File: config.mk
export PLATFORM = sky130hd
export DESIGN_NAME = dma_fifo_device_flat
export DESIGN_NICKNAME = d
export VERILOG_FILES = /design/src/rtl/dma_fifo_device_if.sv /design/src/rtl/dma_fifo_device.sv /design/src/flat_wrapper.sv
export SDC_FILE = /design/constraint.sdc
export NUM_CORES = 1
export LEC_CHECK = 0
export CAP_MARGIN = 20
export CORE_MARGIN = 4
export CORE_UTILIZATION = 45
export CTS_BUF_LIST = sky130_fd_sc_hd__clkbuf_16
export DETAILED_ROUTE_END_ITERATION = 16
export GPL_TIMING_DRIVEN = 0
export PLACE_DENSITY = 0.63
export SLEW_MARGIN = 10
export SYNTH_ARGS = -nofsm -noshare
export SYNTH_HDL_FRONTEND = slang
export SYNTH_SLANG_ARGS = --single-unit
File: constraint.sdc
create_clock -name clk -period 6.5 [get_ports clk]
set_clock_uncertainty 0.15 [all_clocks]
set_input_delay 1.625 -clock clk [delete_from_list [all_inputs] [get_ports clk]]
set_output_delay 1.625 -clock clk [all_outputs]
set_load 0.01 [all_outputs]
File: src/rtl/dma_fifo_device_if.sv
// Peripheral-bus and DMA device-port signals of dma_fifo_device.
// The master side is the CPU bus plus DMA controller; the slave side is the device.
interface dma_fifo_device_if;
  logic [13:0] per_addr;
  logic [15:0] per_din;
  logic        per_en;
  logic [1:0]  per_we;
  logic [15:0] per_dout;
  logic        irq;
  logic        dma_rqst;
  logic        dma_rd_wr;
  logic [15:0] dma_start_address;
  logic [15:0] dma_num_words;
  logic        dev_ack;
  logic [15:0] dev_out;
  logic        dma_ack;
  logic [15:0] dev_in;
  logic        dma_end_flag;
  logic        dma_error_flag;

  modport master (
    output per_addr, per_din, per_en, per_we, dma_ack, dev_in, dma_end_flag, dma_error_flag,
    input  per_dout, irq, dma_rqst, dma_rd_wr, dma_start_address, dma_num_words, dev_ack, dev_out
  );

  modport slave (
    input  per_addr, per_din, per_en, per_we, dma_ack, dev_in, dma_end_flag, dma_error_flag,
    output per_dout, irq, dma_rqst, dma_rd_wr, dma_start_address, dma_num_words, dev_ack, dev_out
  );
endinterface

File: src/rtl/dma_fifo_device.sv
// DMA-programming peripheral with RX/TX word FIFOs, sticky status and interrupt.
// state | meaning
// IDLE  | no transfer; configuration writable
// RUN   | transfer in progress; dma_rqst high, config frozen
module dma_fifo_device #(
  parameter logic [14:0] BASE_ADDR = 15'h0100,
  parameter int          DEC_WD    = 4,
  parameter int          FIFO_AW   = 3
) (
  input logic           clk,
  input logic           reset,
  dma_fifo_device_if.slave bus
);

  localparam int DEPTH = 1 << FIFO_AW;
  localparam int LW    = FIFO_AW + 1;
  localparam int OW    = DEC_WD - 1;

  localparam logic [OW-1:0] R_START  = OW'(0);
  localparam logic [OW-1:0] R_NWORDS = OW'(1);
  localparam logic [OW-1:0] R_CTRL   = OW'(2);
  localparam logic [OW-1:0] R_STATUS = OW'(3);
  localparam logic [OW-1:0] R_RDDATA = OW'(4);
  localparam logic [OW-1:0] R_WRDATA = OW'(5);
  localparam logic [OW-1:0] R_LEVEL  = OW'(6);
  localparam logic [OW-1:0] R_COUNT  = OW'(7);

  typedef enum logic {IDLE = 1'b0, RUN = 1'b1} state_t;

  state_t      state, state_n;
  logic [15:0] start_addr, n_words, count, count_n;
  logic        dir, irq_en, irq_en_n;
  logic        done, done_n, error, error_n;
  logic        tx_ovf, tx_ovf_n, rx_unf, rx_unf_n;
  logic        irq_q;

  logic [15:0]        rx_mem [DEPTH];
  logic [15:0]        tx_mem [DEPTH];
  logic [FIFO_AW-1:0] rx_wp, rx_rp, tx_wp, tx_rp;
  logic [LW-1:0]      rx_lvl, tx_lvl;

  logic          reg_sel, wr, rd;
  logic [OW-1:0] reg_off;
  logic          wr_start, wr_nwords, wr_ctrl, wr_status, wr_wdata, rd_rdata;
  logic          start_pulse, flush, abort;
  logic          busy, beat, dev_ack_c;
  logic          rx_empty, rx_full, tx_empty, tx_full;
  logic          rx_push, rx_pop, tx_push, tx_pop;
  logic [15:0]   status, dout;

  assign reg_sel = bus.per_en && (bus.per_addr[13:DEC_WD-1] == BASE_ADDR[14:DEC_WD]);
  assign reg_off = bus.per_addr[OW-1:0];
  assign wr      = reg_sel && (bus.per_we != 2'b00);
  assign rd      = reg_sel && (bus.per_we == 2'b00);

  assign wr_start  = wr && (reg_off == R_START);
  assign wr_nwords = wr && (reg_off == R_NWORDS);
  assign wr_ctrl   = wr && (reg_off == R_CTRL);
  assign wr_status = wr && (reg_off == R_STATUS);
  assign wr_wdata  = wr && (reg_off == R_WRDATA);
  assign rd_rdata  = rd && (reg_off == R_RDDATA);

  assign start_pulse = wr_ctrl && bus.per_din[0];
  assign flush       = wr_ctrl && bus.per_din[3];
  assign abort       = wr_ctrl && bus.per_din[4];
  assign irq_en_n    = wr_ctrl ? bus.per_din[2] : irq_en;

  assign busy     = (state == RUN);
  assign rx_empty = (rx_lvl == '0);
  assign rx_full  = (rx_lvl == LW'(DEPTH));
  assign tx_empty = (tx_lvl == '0);
  assign tx_full  = (tx_lvl == LW'(DEPTH));

  assign dev_ack_c = busy && (dir ? !rx_full : !tx_empty);
  assign beat      = busy && bus.dma_ack && dev_ack_c;

  assign rx_push = beat && dir;
  assign rx_pop  = rd_rdata && !rx_empty;
  assign tx_pop  = beat && !dir;
  // A pop in the same cycle frees the slot, so a full TX can still accept the push.
  assign tx_push = wr_wdata && (!tx_full || tx_pop);

  always_ff @(posedge clk or posedge reset) begin
    if (reset) begin
      start_addr <= '0;
      n_words    <= '0;
      dir        <= 1'b0;
      irq_en     <= 1'b0;
    end else begin
      if (wr_start && !busy)  start_addr <= bus.per_din;
      if (wr_nwords && !busy) n_words    <= bus.per_din;
      if (wr_ctrl) begin
        irq_en <= bus.per_din[2];
        if (!busy) dir <= bus.per_din[1];
      end
    end
  end

  always_comb begin
    state_n  = state;
    done_n   = done;
    error_n  = error;
    tx_ovf_n = tx_ovf;
    rx_unf_n = rx_unf;
    count_n  = count;
    if (wr_status) begin
      if (bus.per_din[1]) done_n   = 1'b0;
      if (bus.per_din[2]) error_n  = 1'b0;
      if (bus.per_din[7]) tx_ovf_n = 1'b0;
      if (bus.per_din[8]) rx_unf_n = 1'b0;
    end
    if (wr_wdata && tx_full && !tx_pop) tx_ovf_n = 1'b1;
    if (rd_rdata && rx_empty)           rx_unf_n = 1'b1;
    if (beat && (count != 16'hFFFF))    count_n  = count + 16'd1;
    case (state)
      IDLE: begin
        if (start_pulse) begin
          if (n_words != 16'd0) begin
            state_n = RUN;
            count_n = '0;
            done_n  = 1'b0;
            error_n = 1'b0;
          end else begin
            done_n = 1'b1;
          end
        end
      end
      RUN: begin
        if (bus.dma_error_flag) begin
          state_n = IDLE;
          error_n = 1'b1;
        end else if (bus.dma_end_flag) begin
          state_n = IDLE;
          done_n  = 1'b1;
        end else if (abort) begin
          state_n = IDLE;
        end
      end
      default: state_n = IDLE;
    endcase
  end

  always_ff @(posedge clk or posedge reset) begin
    if (reset) begin
      state  <= IDLE;
      done   <= 1'b0;
      error  <= 1'b0;
      tx_ovf <= 1'b0;
      rx_unf <= 1'b0;
      count  <= '0;
      irq_q  <= 1'b0;
    end else begin
      state  <= state_n;
      done   <= done_n;
      error  <= error_n;
      tx_ovf <= tx_ovf_n;
      rx_unf <= rx_unf_n;
      count  <= count_n;
      irq_q  <= irq_en_n && (done_n || error_n);
    end
  end

  always_ff @(posedge clk) begin
    if (rx_push && !flush) rx_mem[rx_wp] <= bus.dev_in;
    if (tx_push && !flush) tx_mem[tx_wp] <= bus.per_din;
  end

  always_ff @(posedge clk or posedge reset) begin
    if (reset) begin
      rx_wp  <= '0;
      rx_rp  <= '0;
      rx_lvl <= '0;
      tx_wp  <= '0;
      tx_rp  <= '0;
      tx_lvl <= '0;
    end else if (flush) begin
      rx_wp  <= '0;
      rx_rp  <= '0;
      rx_lvl <= '0;
      tx_wp  <= '0;
      tx_rp  <= '0;
      tx_lvl <= '0;
    end else begin
      if (rx_push) rx_wp <= rx_wp + 1'b1;
      if (rx_pop)  rx_rp <= rx_rp + 1'b1;
      if (tx_push) tx_wp <= tx_wp + 1'b1;
      if (tx_pop)  tx_rp <= tx_rp + 1'b1;
      rx_lvl <= rx_lvl + LW'(rx_push) - LW'(rx_pop);
      tx_lvl <= tx_lvl + LW'(tx_push) - LW'(tx_pop);
    end
  end

  assign status = {7'b0, rx_unf, tx_ovf, tx_full, tx_empty, rx_full, rx_empty, error, done, busy};

  always_comb begin
    dout = '0;
    if (rd) begin
      case (reg_off)
        R_START:  dout = start_addr;
        R_NWORDS: dout = n_words;
        R_CTRL:   dout = {11'b0, 2'b00, irq_en, dir, 1'b0};
        R_STATUS: dout = status;
        R_RDDATA: dout = rx_empty ? 16'h0000 : rx_mem[rx_rp];
        R_LEVEL:  dout = {8'(tx_lvl), 8'(rx_lvl)};
        R_COUNT:  dout = count;
        default:  dout = '0;
      endcase
    end
  end

  assign bus.per_dout          = dout;
  assign bus.irq               = irq_q;
  assign bus.dma_rqst          = busy;
  assign bus.dma_rd_wr         = dir;
  assign bus.dma_start_address = start_addr;
  assign bus.dma_num_words     = n_words;
  assign bus.dev_ack           = dev_ack_c;
  assign bus.dev_out           = tx_empty ? 16'h0000 : tx_mem[tx_rp];

endmodule

File: src/flat_wrapper.sv
// flat-port wrapper written by rule: the top's interface ports become plain ports
module dma_fifo_device_flat 
#(
  parameter logic [14:0] BASE_ADDR = 15'h0100,
  parameter int          DEC_WD    = 4,
  parameter int          FIFO_AW   = 3
)
  (clk, reset, bus_per_addr, bus_per_din, bus_per_en, bus_per_we, bus_dma_ack, bus_dev_in, bus_dma_end_flag, bus_dma_error_flag, bus_per_dout, bus_irq, bus_dma_rqst, bus_dma_rd_wr, bus_dma_start_address, bus_dma_num_words, bus_dev_ack, bus_dev_out);
  dma_fifo_device_if bus_i ();
  input logic clk;
  input logic reset;
  input wire logic [$bits(bus_i.per_addr)-1:0] bus_per_addr;
  input wire logic [$bits(bus_i.per_din)-1:0] bus_per_din;
  input wire logic [$bits(bus_i.per_en)-1:0] bus_per_en;
  input wire logic [$bits(bus_i.per_we)-1:0] bus_per_we;
  input wire logic [$bits(bus_i.dma_ack)-1:0] bus_dma_ack;
  input wire logic [$bits(bus_i.dev_in)-1:0] bus_dev_in;
  input wire logic [$bits(bus_i.dma_end_flag)-1:0] bus_dma_end_flag;
  input wire logic [$bits(bus_i.dma_error_flag)-1:0] bus_dma_error_flag;
  output wire logic [$bits(bus_i.per_dout)-1:0] bus_per_dout;
  output wire logic [$bits(bus_i.irq)-1:0] bus_irq;
  output wire logic [$bits(bus_i.dma_rqst)-1:0] bus_dma_rqst;
  output wire logic [$bits(bus_i.dma_rd_wr)-1:0] bus_dma_rd_wr;
  output wire logic [$bits(bus_i.dma_start_address)-1:0] bus_dma_start_address;
  output wire logic [$bits(bus_i.dma_num_words)-1:0] bus_dma_num_words;
  output wire logic [$bits(bus_i.dev_ack)-1:0] bus_dev_ack;
  output wire logic [$bits(bus_i.dev_out)-1:0] bus_dev_out;
  assign bus_i.per_addr = bus_per_addr;
  assign bus_i.per_din = bus_per_din;
  assign bus_i.per_en = bus_per_en;
  assign bus_i.per_we = bus_per_we;
  assign bus_i.dma_ack = bus_dma_ack;
  assign bus_i.dev_in = bus_dev_in;
  assign bus_i.dma_end_flag = bus_dma_end_flag;
  assign bus_i.dma_error_flag = bus_dma_error_flag;
  assign bus_per_dout = bus_i.per_dout;
  assign bus_irq = bus_i.irq;
  assign bus_dma_rqst = bus_i.dma_rqst;
  assign bus_dma_rd_wr = bus_i.dma_rd_wr;
  assign bus_dma_start_address = bus_i.dma_start_address;
  assign bus_dma_num_words = bus_i.dma_num_words;
  assign bus_dev_ack = bus_i.dev_ack;
  assign bus_dev_out = bus_i.dev_out;
  dma_fifo_device #(.BASE_ADDR(BASE_ADDR), .DEC_WD(DEC_WD), .FIFO_AW(FIFO_AW)) u_core (.clk(clk), .reset(reset), .bus(bus_i));
endmodule
==> results of run 1 <==
[what timing repair did]
action	CTS	global route
resized for setup	1	4
setup endpoints to repair	1	7
hold endpoints to repair	0	0
setup buffers	0	0
pin swaps	0	0
[stage by stage]
step / cells / util / total power, W / TNS, ns / hold WS [ns]
after global placement: 1369 / 0.5087 / 0.002563 / -59.65 / 0.3208
after CTS: 1460 / 0.5579 / 0.004624 / 0 / 0.3467
final: 1459 / 0.5579 / 0.004580 / 0 / 0.3387
after detailed placement: 1394 / 0.5196 / 0.002572 / 0 / 0.3316
after floorplan: 846 / - / 0.002468 / 0 / 0.2976
after global routing: 1459 / 0.5579 / 0.004731 / 0 / 0.4054
[layer usage]
layer | global-route usage | vias up | share of wire
li1 | - | 3719 | -
met2 | 0.3533 | 258 | 0.51
met3 | 0.02684 | 58 | 0.048
met4 | 0.04226 | 0 | 0.020
met5 | 0 | - | 0
met1 | 0.2781 | 4230 | 0.42
[layout make-up]
| class | instances | share of cell area |
|---|---|---|
| buffer | 44 | 0.01176 |
| clock buffer | 37 | 0.05273 |
| clock inverter | 29 | 0.01568 |
| inverter | 22 | 0.004917 |
| multi-input combinational | 447 | 0.2559 |
| sequential | 332 | 0.5461 |
| tap | 402 | 0.02865 |
| timing repair buffer | 146 | 0.08423 |
[cells by family after synthesis]
logic type | count (synthesis) | share of synthesized area
flip-flops | 332 | 0.6707
AND/OR/NAND/NOR | 180 | 0.06984
multiplexers | 150 | 0.1684
AO/OA/AOI/OAI | 80 | 0.04201
buffers and inverters | 67 | 0.02039
adder cells (fa/ha/maj) | 19 | 0.01768
XOR/XNOR | 18 | 0.01103
[worst register-to-register path, cell delays in order, from the launching register on]
cell                       delay [ns]
sky130_fd_sc_hd__dfrtp_1         0.40
sky130_fd_sc_hd__buf_6           0.19
sky130_fd_sc_hd__nand2_4         0.09
sky130_fd_sc_hd__o311ai_0        0.61
sky130_fd_sc_hd__or4b_1          0.48
sky130_fd_sc_hd__buf_2           0.20
sky130_fd_sc_hd__clkinv_2        0.09
sky130_fd_sc_hd__nand2_2         0.11
sky130_fd_sc_hd__nor3_2          0.70
sky130_fd_sc_hd__buf_4           0.34
[flip-flops by register name, indices dropped and copies added, names as in the netlist, 3 cells and up]
register,count
u_core.tx_lvl,4
u_core.rx_mem,128
u_core.tx_wp,3
u_core.rx_rp,3
u_core.tx_rp,3
u_core.bus.dma_start_address,16
u_core.tx_mem,128
u_core.rx_lvl,4
u_core.count,16
u_core.bus.dma_num_words,16
u_core.rx_wp,3
[power groups by stage]
stage / registers (W) / logic [W] / clock network, W
after floorplan: 0.00235 / 0.000116 / 0
after global routing: 0.00231 / 0.000241 / 0.00218
final: 0.00231 / 0.000217 / 0.00205
after global placement: 0.00235 / 0.000209 / 0
after detailed placement: 0.00235 / 0.000217 / 0
after CTS: 0.00231 / 0.000219 / 0.00209
[cells in the final DEF, fill, tap and decap left out, types with 10 or more instances in the layout]
| cell | n |
|---|---|
| sky130_fd_sc_hd__o21ai_0 | 11 |
| sky130_fd_sc_hd__clkdlybuf4s50_1 | 121 |
| sky130_fd_sc_hd__mux2_2 | 44 |
| sky130_fd_sc_hd__nor2_1 | 64 |
| sky130_fd_sc_hd__mux2i_1 | 32 |
| sky130_fd_sc_hd__dfrtp_1 | 76 |
| sky130_fd_sc_hd__a21oi_1 | 18 |
| sky130_fd_sc_hd__mux2_4 | 10 |
| sky130_fd_sc_hd__nand2_1 | 20 |
| sky130_fd_sc_hd__inv_1 | 32 |
| sky130_fd_sc_hd__clkbuf_1 | 25 |
| sky130_fd_sc_hd__clkbuf_16 | 37 |
| sky130_fd_sc_hd__buf_2 | 10 |
| sky130_fd_sc_hd__a222oi_1 | 10 |
| sky130_fd_sc_hd__ha_1 | 17 |
| sky130_fd_sc_hd__edfxtp_1 | 256 |
| sky130_fd_sc_hd__buf_4 | 17 |
| sky130_fd_sc_hd__nand3_1 | 21 |
| sky130_fd_sc_hd__mux4_2 | 64 |
| sky130_fd_sc_hd__xor2_1 | 10 |
[worst paths after layout]
path | start | slack (ns) | end | cells past startpoint
worst max-delay path | bus_per_addr[1] | 0.20 | bus_per_dout[5] | 9
worst min-delay path | u_core.tx_ovf$_DFFE_PP0P_ | 0.34 | u_core.tx_ovf$_DFFE_PP0P_ | 2
worst max register to register | u_core.bus.dma_rqst$_DFF_PP0_ | 2.82 | u_core.tx_mem[4][13]$_DFFE_PP_ | 9
worst min register to register | u_core.tx_ovf$_DFFE_PP0P_ | 0.34 | u_core.tx_ovf$_DFFE_PP0P_ | 2
max in group asynchronous | reset | 4.31 | u_core.tx_wp[1]$_DFFE_PP0P_ | 3
min in group asynchronous | reset | 1.30 | u_core.bus.dma_start_address[0]$_DFFE_PP0P_ | 2
==> flow_summary_export.csv, run 1 <==
group,metric,value,unit
placed_design,place_congestion,0.8964,
floorplanning,die_area,0.03469,sq mm
logic_synthesis,ys.warnings.count,0,
status,run_status,"complete, no violations",
global_routing,largest_net_degree_at_the_start_of_global_routing,51,
layout,sequential_cell_area,0.009589,sq mm
clocking,cts_hold_buffers,0,
clocking,cts_tree,"yes",
power_and_ir_drop,cell_internal_pwr,0.003638,W
clocking,cts_sinks,332,
layout,syn_to_layout_area_delta,22.81,%
global_routing,grt_util_all_layers,0.2031,
clocking,clk_latency,0.52,ns
power_and_ir_drop,pwr-share-clk,0.448,
setup_path,cp_slowest_cell,"sky130_fd_sc_hd__clkdlybuf4s50_1",
setup_path,cp-end-kind,"output pin",
layout,finalNetCount,1102,
layout,final_layout_size_suffix_gt1_frac,0.2318,
power_and_ir_drop,power_per_cell_area,260.9,mW/mm^2
logic_synthesis,ys_ff_latch,332,
setup_path,critical_path.most_common_cell,"sky130_fd_sc_hd__clkdlybuf4s50_1",
timing,worst-slew-pin-transition,0.8855,ns
clocking,cts_buffers,36,
logic_synthesis,yosysUniqueCellTypes,66,
power_and_ir_drop,total_leakage_power,6.166,nW
placed_design,post_dp_cell_area,0.01635,sq mm
logic_synthesis,postSynthCellCount,846,
timing,clock.fmax,158.8,MHz
routing,wl,34750,um
global_routing,grt_antenna_before_repair,0,
floorplanning,start_util,0.4543,
logic_synthesis,synth-edff-count,256,
layout,insertedDiodeCount,0,
global_routing,first_global_vias,8513,
power_and_ir_drop,netSwitchingPower,0.0009420,W
hold_path,min-delay-path-class,"register to register",
layout,layout.filler_cells,2529,
logic_synthesis,synth_top_cell_area_share,0.5377,
power_and_ir_drop,combinationalPowerShare,0.047,
logic_synthesis,synth.cell_area,0.01430,sq mm
setup_path,largest_stage_delay_worst_path,0.61,ns
setup_path,worst_path_required_time,4.72,ns
power_and_ir_drop,vdd_drop_max,0.2014,mV
logic_synthesis,synth-main-ff-cell,"sky130_fd_sc_hd__edfxtp_1",
logic_synthesis,synth_top_cells_by_count,"sky130_fd_sc_hd__edfxtp_1 (256), sky130_fd_sc_hd__dfrtp_1 (76), sky130_fd_sc_hd__nor2_1 (71), sky130_fd_sc_hd__mux4_2 (64), sky130_fd_sc_hd__mux2_2 (44)",
setup_path,critical-path-top-delay-family,"buffers and inverters",
logic_synthesis,synthMostInstantiatedCell,"sky130_fd_sc_hd__edfxtp_1",
power_and_ir_drop,power.sequential.fraction,0.505,
placed_design,place.detailed.hpwl,24940,um
routing,viasPerCell,5.665,
routing,vias,8265,
layout,final_instance_area,0.01756,sq mm
timing,slew_viol_final,0,
routing,drc,0,
routing,final_antenna_net_count,0,
setup_path,critPathKind,"input pin to output pin",
timing,timing.slew.headroom,0.4065,
setup_path,cp_num_buf_inv,4,
clocking,clock_tree.root_cell,"sky130_fd_sc_hd__clkbuf_16",
timing,post-route-worst-setup-slack,0.2013,ns
timing,setup-violations-final,0,
routing,wl_per_cell,23.82,um
clocking,h-tree-depth,2,
floorplanning,ios,122,
setup_path,crit_path_cell_trace,"clkdlybuf4s50_1 > clkbuf_1 > and2_1 > clkbuf_2 > nand2_1 > o21ai_0 > a222oi_1 > nor2_1 > clkdlybuf4s50_1",
timing,final-hold-violation-count,0,
floorplanning,fp.dieH,186.2,um
logic_synthesis,yosysSeqAreaShare,0.6707,
logic_synthesis,yosysTopAreaCell,"sky130_fd_sc_hd__edfxtp_1",
timing,finalCritPeriodShare,0.9690,
job,cap_violations,0,
logic_synthesis,synth-async-reset-ratio,0.2289,
floorplanning,placeableCoreArea,0.03147,sq mm
routing,drtIter0Drc,811,
routing,drt-pass1-iter-count,5,
floorplanning,row_count,65,
clocking,clk_pin_slew_worst_paths,0.06,ns
layout,multi_input_area,0.004493,sq mm
logic_synthesis,synth_area_per_cell,16.90,sq um
logic_synthesis,yosys-top-cells-area,"sky130_fd_sc_hd__edfxtp_1 (54%), sky130_fd_sc_hd__dfrtp_1 (13%), sky130_fd_sc_hd__mux4_2 (10%)",
setup_path,critPathArrivalTime,4.52,ns
timing,fin_crit,6.299,ns
setup_path,startpoint_type,"input pin",
global_routing,grt_first_pass_wirelength,52990,um
clocking,cts_max_path_buffers,3,
setup_path,timing.critical_path.fanout_max,10,
floorplanning,x_dimension_of_the_die,186.2,um
global_routing,global_route.overflow_total,0,
placed_design,placement.io_buffers,121,
power_and_ir_drop,power.share.switching,0.2057,
timing,setup_repair_after_global_routing_missed_its_margin,"no",
logic_synthesis,synth.net_count,919,
placed_design,place_worst_setup_slack,0.0006013,ns
Note: power is estimated with default switching activity, not from simulation.
==> inputs of run 2 (changes only) <==
--- a/config.mk
+++ b/config.mk
@@ -5,7 +5,7 @@
 export SDC_FILE = /design/constraint.sdc
 export NUM_CORES = 1
 export LEC_CHECK = 0
-export CAP_MARGIN = 20
+export CAP_MARGIN = 10
 export CORE_MARGIN = 4
 export CORE_UTILIZATION = 45
 export CTS_BUF_LIST = sky130_fd_sc_hd__clkbuf_16
==> results of run 2 <==
Final layout, timing and power as in run 1 (identical DEF).
